===== config.mk =====
export PLATFORM = sky130hd
export DESIGN_NAME = ines_loader
export DESIGN_NICKNAME = d
export VERILOG_FILES = /design/src/rtl/nes_loader_pkg.sv /design/src/rtl/ines_header_check.sv /design/src/rtl/ines_loader.sv
export SDC_FILE = /design/constraint.sdc
export NUM_CORES = 1
export LEC_CHECK = 0
export BUFFER_PORTS_ARGS = -buffer_cell sky130_fd_sc_hd__buf_2
export CORE_AREA = 8 8 80 82
export CTS_BUF_LIST = sky130_fd_sc_hd__clkbuf_8
export DETAILED_ROUTE_END_ITERATION = 10
export DIE_AREA = 0 0 88 90
export MAX_ROUTING_LAYER = met4
export PLACE_DENSITY = 0.9
export SYNTH_ARGS = -nofsm -noshare
export SYNTH_HDL_FRONTEND = slang
export SYNTH_HIERARCHICAL = 1
export SYNTH_SLANG_ARGS = --single-unit

===== constraint.sdc =====
create_clock -name clk -period 2.9 [get_ports clk]
set_clock_uncertainty 0.2 [all_clocks]
set_input_delay 0.58 -clock clk [delete_from_list [all_inputs] [get_ports clk]]
set_output_delay 0.58 -clock clk [all_outputs]
set_load 0.1 [all_outputs]

===== src/rtl/nes_loader_pkg.sv =====
// rtl/nes_loader_pkg.sv - shared states, iNES constants and magic-byte lookup for the image loader
package nes_loader_pkg;

  typedef enum logic [2:0] {
    ST_IDLE,
    ST_HEADER,
    ST_TRAINER,
    ST_PRG,
    ST_CHR,
    ST_DONE,
    ST_ERROR
  } state_t;

  localparam logic [31:0] INES_MAGIC    = 32'h4E45531A;
  localparam int          HEADER_LEN    = 16;
  localparam int          TRAINER_LEN   = 512;
  localparam int          PRG_BANK_SIZE = 16384;
  localparam int          CHR_BANK_SIZE = 8192;

  // Byte 0 of the file is the most significant byte of INES_MAGIC.
  function automatic logic [7:0] magic_byte(input logic [1:0] idx);
    case (idx)
      2'd0:    return INES_MAGIC[31:24];
      2'd1:    return INES_MAGIC[23:16];
      2'd2:    return INES_MAGIC[15:8];
      default: return INES_MAGIC[7:0];
    endcase
  endfunction

endpackage


===== src/rtl/ines_header_check.sv =====
// rtl/ines_header_check.sv - latches iNES header fields by byte index and judges the header
// Optional magic-number check: INES_MAGIC_CHECK_EN.
module ines_header_check
  import nes_loader_pkg::*;
#(
  parameter int PRG_MAX_BANKS = 2,
  parameter int CHR_MAX_BANKS = 1
) (
  input  logic       clk,
  input  logic       reset,
  input  logic       clear,
  input  logic       byte_en,
  input  logic [3:0] byte_idx,
  input  logic [7:0] byte_data,
  output logic [7:0] prg_banks,
  output logic [7:0] chr_banks,
  output logic       mirror,
  output logic       trainer,
  output logic       header_ok
);

  logic magic_bad;

  always_ff @(posedge clk) begin
    if (reset || clear) begin
      prg_banks <= 8'd0;
      chr_banks <= 8'd0;
      mirror    <= 1'b0;
      trainer   <= 1'b0;
      magic_bad <= 1'b0;
    end else if (byte_en) begin
      case (byte_idx)
        4'd4:    prg_banks <= byte_data;
        4'd5:    chr_banks <= byte_data;
        4'd6: begin
          mirror  <= byte_data[0];
          trainer <= byte_data[2];
        end
        default: ;
      endcase
`ifdef INES_MAGIC_CHECK_EN
      // Sticky: one bad magic byte is enough to reject at the end of the header.
      if (byte_idx < 4'd4 && byte_data != magic_byte(byte_idx[1:0]))
        magic_bad <= 1'b1;
`endif
    end
  end

  assign header_ok = (prg_banks != 8'd0) &&
                     (int'(prg_banks) <= PRG_MAX_BANKS) &&
                     (int'(chr_banks) <= CHR_MAX_BANKS) &&
                     !magic_bad;

endmodule


===== src/rtl/ines_loader.sv =====
// rtl/ines_loader.sv - streaming NROM iNES loader driving the PRG/CHR ROM programmer port
// Holds the console in reset until the image is fully written.
module ines_loader
  import nes_loader_pkg::*;
#(
  parameter int PRG_MAX_BANKS = 2,
  parameter int CHR_MAX_BANKS = 1
) (
  input  logic        clk,
  input  logic        reset,
  input  logic        start,
  input  logic        in_valid,
  input  logic [7:0]  in_data,
  output logic        in_ready,
  output logic        prg_rom_prgmr_wren,
  output logic        chr_rom_prgmr_wren,
  output logic [15:0] rom_prgmr_addr,
  output logic [7:0]  rom_prgmr_data,
  output logic        is_chr_ram,
  output logic        mirroring_mode,
  output logic        load_done,
  output logic        load_error,
  output logic        nes_reset_hold
);

  state_t      state;
  logic [14:0] cnt;
  logic [14:0] prg_last;
  logic        xfer;
  logic [7:0]  prg_banks;
  logic [7:0]  chr_banks;
  logic        hdr_mirror;
  logic        hdr_trainer;
  logic        header_ok;

  assign in_ready = (state inside {ST_HEADER, ST_TRAINER, ST_PRG, ST_CHR}) && !start;
  assign xfer     = in_valid && in_ready;
  assign prg_last = 15'(int'(prg_banks) * PRG_BANK_SIZE - 1);

  ines_header_check #(
    .PRG_MAX_BANKS(PRG_MAX_BANKS),
    .CHR_MAX_BANKS(CHR_MAX_BANKS)
  ) u_header_check (
    .clk      (clk),
    .reset    (reset),
    .clear    (start),
    .byte_en  (xfer && state == ST_HEADER),
    .byte_idx (cnt[3:0]),
    .byte_data(in_data),
    .prg_banks(prg_banks),
    .chr_banks(chr_banks),
    .mirror   (hdr_mirror),
    .trainer  (hdr_trainer),
    .header_ok(header_ok)
  );

  always_ff @(posedge clk) begin
    if (reset) begin
      state              <= ST_IDLE;
      cnt                <= 15'd0;
      prg_rom_prgmr_wren <= 1'b0;
      chr_rom_prgmr_wren <= 1'b0;
      rom_prgmr_addr     <= 16'd0;
      rom_prgmr_data     <= 8'd0;
      is_chr_ram         <= 1'b0;
      mirroring_mode     <= 1'b0;
    end else begin
      prg_rom_prgmr_wren <= 1'b0;
      chr_rom_prgmr_wren <= 1'b0;
      if (start) begin
        state <= ST_HEADER;
        cnt   <= 15'd0;
      end else if (xfer) begin
        cnt <= cnt + 15'd1;
        case (state)
          ST_HEADER: begin
            if (cnt == 15'(HEADER_LEN - 1)) begin
              cnt <= 15'd0;
              if (header_ok) begin
                is_chr_ram     <= (chr_banks == 8'd0);
                mirroring_mode <= hdr_mirror;
                state          <= hdr_trainer ? ST_TRAINER : ST_PRG;
              end else begin
                state <= ST_ERROR;
              end
            end
          end
          ST_TRAINER: begin
            if (cnt == 15'(TRAINER_LEN - 1)) begin
              cnt   <= 15'd0;
              state <= ST_PRG;
            end
          end
          ST_PRG: begin
            prg_rom_prgmr_wren <= 1'b1;
            rom_prgmr_addr     <= {1'b0, cnt};
            rom_prgmr_data     <= in_data;
            if (cnt == prg_last) begin
              cnt   <= 15'd0;
              state <= (chr_banks == 8'd1) ? ST_CHR : ST_DONE;
            end
          end
          ST_CHR: begin
            chr_rom_prgmr_wren <= 1'b1;
            rom_prgmr_addr     <= {3'b000, cnt[12:0]};
            rom_prgmr_data     <= in_data;
            if (cnt == 15'(CHR_BANK_SIZE - 1)) begin
              cnt   <= 15'd0;
              state <= ST_DONE;
            end
          end
          default: ;
        endcase
      end
    end
  end

  // The state register is already one cycle behind the accepting edge, so these
  // line up with the final write strobe and with the cycle after header byte 15.
  assign load_done      = (state == ST_DONE);
  assign load_error     = (state == ST_ERROR);
  assign nes_reset_hold = (state != ST_DONE);

endmodule

* Yosys cells after proc, flatten, opt, wreduce, memory -nomap -nowiden
Cells that the tools add are included.
Word-level totals: register bits 64, input port bits 12, output and inout bits 32, word-level logic and storage cells 84
Cells by class: add/sub/neg operators 2, magnitude comparators 2, equal/unequal tests 23, multiplexer cells 18, bitwise logic cells 2, reductions and logical operators 24
Operators by type and width (count):
- $mux W15 | 4
- $pmux W15 S4 | 1
- $pmux W16 S2 | 1
- $add A15 B1 Y15 const B | 1
- $eq A15 B13 Y1 const B | 1
- $eq A15 B15 Y1 | 1
- $eq A15 B4 Y1 const B | 1
- $eq A15 B9 Y1 const B | 1
- $mux W3 | 5
- $sub A15 B1 Y15 const B | 1
- $eq A4 B3 Y1 const B | 3
- $ne A3 B2 Y1 const B | 4
- $pmux W3 S4 | 1
- $reduce_and A6 Y1 | 2
- $eq A3 B3 Y1 const B | 3
- $eq A8 B1 Y1 const B | 1
- $le A8 B1 Y1 const B | 1
- $le A8 B2 Y1 const B | 1
- $logic_not A8 Y1 | 1
- $ne A2 B1 Y1 const B | 4
- $reduce_bool A8 Y1 | 1
- $eq A3 B2 Y1 const B | 2
- $mux W1 | 6
- $reduce_and A2 Y1 | 3
- other kinds (13) | 21

* Depth between registers and ports, before layout
Gate-level depths: netlist of run 1.
depth after elaboration 8, depth in mapped cells 10

* Hierarchy
The synthesis of run 1 kept the hierarchy.
Modules (own cells, without submodules):
- ines_loader | times used 1, cells an instance 257, area an instance 2177.1 sq um, sequential area each 900.9 sq um
- ines_header_check | times used 1, cells an instance 76, area an instance 753.2 sq um, sequential area each 360.3 sq um

* Worst setup path after synthesis of run 1
No wires, ideal clock.
kind register -> register, from register state[1], to register u_header_check.chr_banks[0], setup time 0.119 ns, data arrival time 3.802 ns, slack -1.221 ns, cell stages (with the launch flop) 11, cells stage by stage dfxtp_1 buf_6 or3b_1 buf_6 a21oi_1 nand2_1 nor2_1 nand2_2 or4b_4 buf_6 mux2i_1
Between the ends: longest elaborated chain between the ends 6, elaborated cells on any way between the ends 9
Ends and longest elaborated chain:
- start: declaration | RTL line ines_loader.sv:26 | state_t state;
- start signal: assignment | RTL line ines_loader.sv:82 | state <= hdr_trainer ? ST_TRAINER : ST_PRG;
- start signal: assignment | RTL line ines_loader.sv:100 | state <= (chr_banks == 8'd1) ? ST_CHR : ST_DONE;
- $eq A3 B1 Y1 (tied with other cells) | RTL line ines_loader.sv:36 | assign in_ready = (state inside {ST_HEADER, ST_TRAINER, ST_PRG, ST_CHR}) && !start;
- $reduce_bool A4 Y1 (no line) *
- $logic_and A1 B1 Y1 * | RTL line ines_loader.sv:36
- via in_ready | RTL line ines_loader.sv:14 | output logic in_ready,
- $logic_and A1 B1 Y1 * | RTL line ines_loader.sv:37 | assign xfer = in_valid && in_ready;
- $logic_and A1 B1 Y1 * | RTL line ines_loader.sv:47 | .byte_en (xfer && state == ST_HEADER),
- $reduce_and A2 Y1 (no line) *
- end signal: assignment | RTL line ines_header_check.sv:34 | 4'd5: chr_banks <= byte_data;
- end: declaration | RTL line ines_header_check.sv:16 | output logic [7:0] chr_banks,
Mark *: on every way through the listed nets, which the timed path passes. The rest lies on a longest branch. A chain may end at the register's enable or synchronous reset.

* Final worst setup path of run 1
from register state[1], to output port in_ready
Between the ends: longest elaborated chain between the ends 3, elaborated cells on any way between the ends 6
Ends and longest elaborated chain (RTL line):
- $eq A3 B1 Y1 (tied with other cells) | ines_loader.sv:36
- $reduce_bool A4 Y1 (no line) *
- $logic_and A1 B1 Y1 * | ines_loader.sv:36
- end: declaration | ines_loader.sv:14
Every way passes the cells marked *; elsewhere a longest branch is shown, timed or not.

==> metrics.yaml, run 1 <==
placed_design:
  gp_congestion: 0.993
  portBuffers: 42
  pre_cts_ws_ps: 288
  placed_area_mm2: 0.00324
  place_hpwl_um: 5450
floorplan:
  coreArea_mm2: 0.00524
  die_w_um: 88
  io_pins: 44
  die_h_um: 90
  rows: 27
  start_util_pct: 56.0
  die-area_mm2: 0.00792
setup_path:
  cp-end-kind: "output port"
  cp.arrival_ps: 1950
  r2r_slack_ps: 180
  crit_type: "register to output port"
  path_cells: "o21bai_1, a21oi_4, buf_2"
  cp_slowest_stage_delay_ps: 520
  worstSetupStartpointType: "register"
  cp_slowest_cell: "dfxtp_1"
  crit_required_ps: 2120
  worstPathMaxFanout: 10
clocking:
  cts_buffer_depth: 2
  cts-hold-fix-buffers: 0
  cts_setup_buffers: 0
  cts_buffers: 9
  clkSinkCount: 63
  tritoncts: "done"
  cts_max_level: 3
  cts_root_buffer: "clkbuf_8"
  clkTransAtPathRegs_ps: 70
  clock_latency_ps: 340
  cts_resized: 0
drt:
  vias: 2651
  wire_per_inst_um: 16.9
  ant_nets: 0
  wirelength_um: 7610
  drt_iter0_markers: 224
  drc: 0
  via_per_inst: 5.88
  first_pass_iters: 5
logic_synthesis:
  synthesis.nets: 346
  synth-seq-cells: 63
  postSynthAreaPerCell_um2: 8.80
  synth_edf_count: 0
  yosysWarnings: 6
  netlist_area_mm2: 0.00293
  syn_inst: 333
  yosysUniqueCellTypes: 54
  synth-seq-area-share_pct: 43.0
  ys_async_sr_fraction_pct: 0
  synth_top_flop_cell: "dfxtp_1"
run_status:
  outcome: "finished, final reports clean"
layout:
  final_nets: 388
  n_antenna_cell: 0
  syn_to_final_growth_pct: 17.2
  drive_gt1_share_pct: 23.0
  layout_common_cells: "nand2_1, dfxtp_1, buf_2, a21oi_1, mux2i_1"
  final_common_cell: "nand2_1"
  fin_area_mm2: 0.00343
timing:
  timing.final.crit_period_ps: 2730
  max-slew-margin-rel_pct: 46.4
  hold_violations: 0
  rsz0062_at_grt: "false"
  fmax_mhz: 366
  tightestPinTransition_ps: 803
  post-route-period-util_pct: 94.3
  maxSlewViolCount: 0
  setup_violations: 0
  timing.final.ws_setup_ps: 166
run:
  max_cap_violations: 0
power:
  p_leak_nw: 1.30
  powerDensity_mw_per_mm2: 511
  vdd_ir_drop_max_v: 0.000451
global_route:
  grt.total_usage_pct: 20.7
  first_global_vias: 2696
  overflow: 0
  grt_start_max_net_pins: 28
  antenna_found_initial: 0
  grt_pass1_wl_um: 12600
hold_path:
  hold_path.class: "register to register"
[critical path, delay by kind of cell, from the launching register on]
kind | cells | cell delay, ps
AO/OA/AOI/OAI | 2 | 610
buffers and inverters | 1 | 470
flip-flops | 1 | 520
[cells in the mapped netlist (4+ instances only)]
master | instances | area, um2
a21oi_1 | 25 | 125
dfxtp_1 | 63 | 1260
nor3_1 | 4 | 20.0
nand2_1 | 81 | 304
mux2i_1 | 20 | 200
clkbuf_1 | 10 | 37.5
buf_2 | 8 | 40.0
nor4_1 | 5 | 31.3
a211oi_1 | 12 | 90.1
nor2_1 | 9 | 33.8
inv_1 | 5 | 18.8
xor2_1 | 10 | 87.6
nand4_1 | 12 | 75.1
nand3_1 | 10 | 50.1
[report_power, final]
part / leakage (nW) / switching, mW / total (mW) / internal [mW]
clock network: 0.103 / 0.329 / 0.763 / 0.434
registers: 0.508 / 0.00575 / 0.873 / 0.868
logic: 0.693 / 0.0845 / 0.118 / 0.0336
[sequential cells by signal (all words and copies together), names as in the netlist, 3 cells and up]
register	flops
state	3
rom_prgmr_data	8
u_header_check/chr_banks	8
u_header_check/prg_banks	8
rom_prgmr_addr	15
cnt	15
[stage by stage]
step | std cells | hold slack [ps] | util (%) | setup TNS, ps | total power, mW
2_1_floorplan | 333 | 234 | - | -419 | 0.976
6_report | 451 | 255 | 65.6 | 0 | 1.75
3_5_place_dp | 436 | 248 | 61.8 | 0 | 1.01
3_3_place_gp | 436 | 241 | 61.8 | 0 | 1.01
5_1_grt | 451 | 274 | 65.6 | 0 | 1.81
4_1_cts | 451 | 257 | 65.6 | 0 | 1.77
[final timing paths]
kind | from | to | depth (start not counted)
worst max-delay path | state[1] | in_ready | 3
worst min-delay path | rom_prgmr_data[5] | rom_prgmr_data[5] | 2
worst max register to register | cnt[0] | cnt[3] | 7
worst min register to register | rom_prgmr_data[5] | rom_prgmr_data[5] | 2
[layout make-up]
cell class                      instances  area, um2
Clock buffer                           11        151
Clock inverter                          4       46.3
Fill cell                             382       1800
Inverter                                5       22.5
Multi-Input combinational cell        243       1560
Sequential cell                        63       1260
Tap cell                               72       90.1
Timing Repair Buffer                   53        305
[layer usage]
layer / vias to the layer above / share of wire (%) / track usage [%]
met5: - / 0 / -
met4: 0 / 3.0 / 12.8
met3: 24 / 5.5 / 5.19
met2: 113 / 51 / 33.2
met1: 1254 / 41 / 22.2
li1: 1260 / - / -
[logic make-up after synthesis]
family                     count (synthesis)  synth area share (%)
xor gates and xnor gates                  13                  3.89
adders and majority gates                  1                 0.427
and+or+nand+nor                          149                  25.8
buffers and inverters                     27                  4.70
muxes                                     21                  7.22
other                                      1                 0.128
AOI/OAI and AO/OA                         58                  14.8
DFF                                       63                  43.0
Note: power is estimated with default switching activity, not from simulation.
==> run 2: changes to the inputs <==
CORE_AREA = 8 8 69 95   (was 8 8 80 82)
DIE_AREA = 0 0 77 103   (was 0 0 88 90)
==> metrics.yaml, run 2 (synthesized netlist as in run 1, its figures left out) <==
run_status:
  outcome: "finished, final reports clean"
layout:
  largestRegisters: "cnt (15), rom_prgmr_addr (15)"
  multi_input_area_mm2: 0.00156
  filler_cell_count: 430
  syn_to_final_growth_pct: 16.6
  drive_gt1_share_pct: 23.8
  layout_common_cells: "nand2_1, dfxtp_1, buf_2, a21oi_1, mux2i_1"
  regArea_mm2: 0.00126
  fin_cells: 449
  n_antenna_cell: 0
  final_common_cell: "nand2_1"
  final_nets: 391
  post-route-util_pct: 66.7
hold_path:
  hold_path.class: "register to register"
  worstHoldEndpoint: "rom_prgmr_addr[7]"
  holdPathStages: 2
  min_from: "rom_prgmr_addr[7]"
power:
  switching_share_pct: 25.9
  internal_power_mw: 1.23
  p_clk_share_pct: 40.2
  switchingPower_uw: 429
  powerDensity_mw_per_mm2: 485
  seqPwrFrac_pct: 52.6
  comb_power_share_pct: 7.1
  p_leak_nw: 1.30
  vdd_ir_drop_max_v: 0.000456
  total_power_mw: 1.66
global_route:
  busiest_layer: "met2"
  grt_pass1_wl_um: 12000
  antenna_found_initial: 0
  grt_start_max_net_pins: 27
  grt_use_met1_pct: 18.9
  first_global_vias: 2574
  globalRouteMet2Util_pct: 34.6
  grtUsageMet3_pct: 5.41
  grt.total_usage_pct: 19.4
  overflow: 0
clocking:
  clock_latency_ps: 350
  tritoncts: "done"
  cts_setup_buffers: 0
  cts_buffer_depth: 2
  clkSinkCount: 63
  clkTransAtPathRegs_ps: 70
  cts_max_level: 3
  cts_buffers: 9
  cts_root_buffer: "clkbuf_8"
setup_path:
  worstSetupStartpointType: "register"
  rr_worst_depth: 7
  cp-end-kind: "output port"
  rr_startpoint: "cnt[1]"
  crit_type: "register to output port"
  cp.arrival_ps: 1990
  worstPathMaxFanout: 10
  r2r_slack_ps: 240
  crit_required_ps: 2120
  rr_endpoint: "cnt[1]"
timing:
  max-slew-margin-rel_pct: 43.8
  timing.final.ws_setup_ps: 130
  timing.final.crit_period_ps: 2770
  tightestPinTransition_ps: 841
  post-route-period-util_pct: 95.5
  fmax_mhz: 361
  maxSlewViolCount: 0
  setup_violations: 0
  hold_violations: 0
  rsz0062_at_grt: "false"
  fin_hold_ws_ps: 251
placed_design:
  gp_congestion: 0.923
  portBuffers: 42
  placedCellCount: 433
  pre_cts_ws_ps: 283
  place_hpwl_um: 5350
floorplan:
  coreArea_mm2: 0.00512
  die-area_mm2: 0.00793
  die_h_um: 103
  io_pins: 44
  start_util_pct: 57.2
  die_w_um: 77
  rows: 31
drt:
  first_pass_iters: 4
  wire_per_inst_um: 16.0
  drt_iter0_markers: 279
  wirelength_um: 7170
  drc: 0
  ant_nets: 0
  vias: 2607
  via_per_inst: 5.81
run:
  max_cap_violations: 0
run 2: area by class of cell:
cell class | instances | share of cell area, %
Clock inverter | 6 | 1.10
Clock buffer | 10 | 4.03
Sequential cell | 63 | 36.9
Multi-Input combinational cell | 243 | 45.6
Inverter | 5 | 0.659
Tap cell | 66 | 2.42
Timing Repair Buffer | 56 | 9.30
run 2: worst max-delay path, cell delays in order, from the launching register on:
cell and delay [ps]:
dfxtp_1 390, or3b_1 660, a21oi_4 230, clkbuf_4 360
run 2: stage by stage:
stage | TNS, ps | instance area (um2)
2_1_floorplan | -419 | 2960
3_3_place_gp | 0 | 3240
3_5_place_dp | 0 | 3240
4_1_cts | 0 | 3410
5_1_grt | 0 | 3420
6_report | 0 | 3420
run 2: how the worst max path moves through the flow:
stage                     startpoint                     endpoint  slack [ps]  cells after the start
after global placement      state[1]  u_header_check/chr_banks[2]         370                      7
after detailed placement      cnt[1]                       cnt[8]         280                      7
after CTS                   state[1]                     in_ready          40                      3
final                       state[1]                     in_ready         130                      3
after floorplan             state[1]  u_header_check/chr_banks[0]         -50                     10
after global routing        state[1]                     in_ready          50                      3
run 2: per-layer routing:
| layer | part of all wire (%) | vias up |
|---|---|---|
| met2 | 54 | 94 |
| li1 | - | 1264 |
| met5 | 0 | - |
| met3 | 5.5 | 19 |
| met1 | 38 | 1230 |
| met4 | 2.9 | 0 |
run 2: power by group through the flow:
stage,sequential (mW),clock [mW],combinational (mW)
3_5_place_dp,0.891,0,0.116
5_1_grt,0.872,0.714,0.126
2_1_floorplan,0.892,0,0.0832
4_1_cts,0.872,0.679,0.117
3_3_place_gp,0.891,0,0.113
6_report,0.872,0.667,0.118
run 2: repair_timing:
item | CTS | global route
setup endpoints to repair | 0 | 1
hold buffers | 0 | 0
gates resized for setup | 0 | 1
==> run 3: changes to the inputs <==
PLACE_DENSITY = 0.8   (was 0.9)
==> metrics.yaml, run 3 (synthesized netlist as in run 1, its figures left out) <==
run_status:
  outcome: "finished, final reports clean"
timing:
  post-route-period-util_pct: 95.4
  timing.final.crit_period_ps: 2770
  max-slew-margin-rel_pct: 44.8
  fmax_mhz: 361
  tns_ps: 0
  hold_violations: 0
  timing.final.ws_setup_ps: 132
  setup_violations: 0
  rsz0062_at_grt: "false"
  maxSlewViolCount: 0
  fin_hold_ws_ps: 253
  tightestPinTransition_ps: 826
power:
  seqPwrFrac_pct: 52.5
  switching_share_pct: 26.0
  powerDensity_mw_per_mm2: 485
  internal_power_mw: 1.23
  p_clk_share_pct: 40.3
  p_leak_nw: 1.31
  comb_power_share_pct: 7.1
  switchingPower_uw: 431
  vdd_ir_drop_max_v: 0.000384
layout:
  layout_common_cells: "nand2_1, dfxtp_1, buf_2, a21oi_1, mux2i_1"
  filler_cell_count: 440
  regArea_mm2: 0.00126
  syn_to_final_growth_pct: 16.9
  drive_gt1_share_pct: 24.0
  n_antenna_cell: 0
  largestRegisters: "cnt (15), rom_prgmr_addr (15)"
  multi_input_area_mm2: 0.00156
  final_common_cell: "nand2_1"
  final_nets: 392
drt:
  wirelength_um: 7420
  drt_iter0_markers: 199
  first_pass_iters: 4
  vias: 2582
  wire_per_inst_um: 16.5
  ant_nets: 0
  via_per_inst: 5.74
  drc: 0
clocking:
  clock_latency_ps: 350
  cts_buffers: 9
  cts_setup_buffers: 0
  tritoncts: "done"
  clkTransAtPathRegs_ps: 70
  cts_buffer_depth: 2
  clkSinkCount: 63
  cts-hold-fix-buffers: 0
  cts_max_level: 3
  cts_root_buffer: "clkbuf_8"
placed_design:
  place_hpwl_um: 5440
  gp_congestion: 0.930
  portBuffers: 42
  pre_cts_ws_ps: 236
setup_path:
  rr_worst_depth: 7
  crit_type: "register to output port"
  worstSetupStartpointType: "register"
  cp-end-kind: "output port"
  cp.arrival_ps: 1990
  worstPathMaxFanout: 9
  crit_required_ps: 2120
hold_path:
  holdPathStages: 2
  hold_path.class: "register to register"
floorplan:
  coreArea_mm2: 0.00512
  rows: 31
  start_util_pct: 57.2
  die_h_um: 103
  die_w_um: 77
  io_pins: 44
  die-area_mm2: 0.00793
global_route:
  grt_start_max_net_pins: 29
  grt_pass1_wl_um: 12300
  antenna_found_initial: 0
  first_global_vias: 2645
  grt.total_usage_pct: 19.9
  overflow: 0
run:
  max_cap_violations: 0
run 3: cell types whose count changed in the layout (fill, tap and decap cells not counted), sizes merged:
cell	before	now
buf	55	57
clkbuf	11	10
run 3: per-stage QoR:
stage / util, % / area [um2] / cells / total power [mW]
4_1_cts: 66.9 / 3420 / 450 / 1.67
3_5_place_dp: 63.4 / 3250 / 434 / 1.01
5_1_grt: 66.9 / 3420 / 450 / 1.72
6_report: 66.9 / 3420 / 450 / 1.66
2_1_floorplan: - / 2960 / 333 / 0.976
3_3_place_gp: 63.4 / 3250 / 434 / 1.01
run 3: power by group through the flow:
stage / sequential (mW) / clock (mW) / combinational [mW]
after CTS: 0.872 / 0.681 / 0.117
after detailed placement: 0.892 / 0 / 0.116
after global placement: 0.891 / 0 / 0.115
final: 0.872 / 0.669 / 0.118
after global routing: 0.872 / 0.722 / 0.126
after floorplan: 0.892 / 0 / 0.0832
run 3: final timing paths:
kind                                         from                           to  slack [ps]
worst min-delay path            rom_prgmr_addr[5]            rom_prgmr_addr[5]         250
worst min register to register  rom_prgmr_addr[5]            rom_prgmr_addr[5]         250
worst max register to register           state[2]  u_header_check/chr_banks[5]         210
worst max-delay path                     state[2]                     in_ready         130
run 3: layout make-up:
type | count | share of cell area, %
Clock inverter | 6 | 1.10
Timing Repair Buffer | 57 | 9.50
Clock buffer | 10 | 4.02
Sequential cell | 63 | 36.8
Multi-Input combinational cell | 243 | 45.5
Inverter | 5 | 0.658
Tap cell | 66 | 2.41
run 3: what timing repair did:
action,in CTS,in global routing
endpoints found under the hold margin,0,0
endpoints found under the setup margin,1,0
gates resized for setup,1,0
run 3: critical path: stages, from the launching register on:
cell     delay [ps]
dfxtp_1         460
or3b_1          640
a21oi_4         230
buf_4           320
run 3: routing by layer:
layer	up-vias	track usage, %	wire length, um
met5	-	-	0
met4	0	10.5	233
met3	25	6.11	272
met2	61	35.2	3920
met1	1227	19.3	2990
li1	1269	-	-
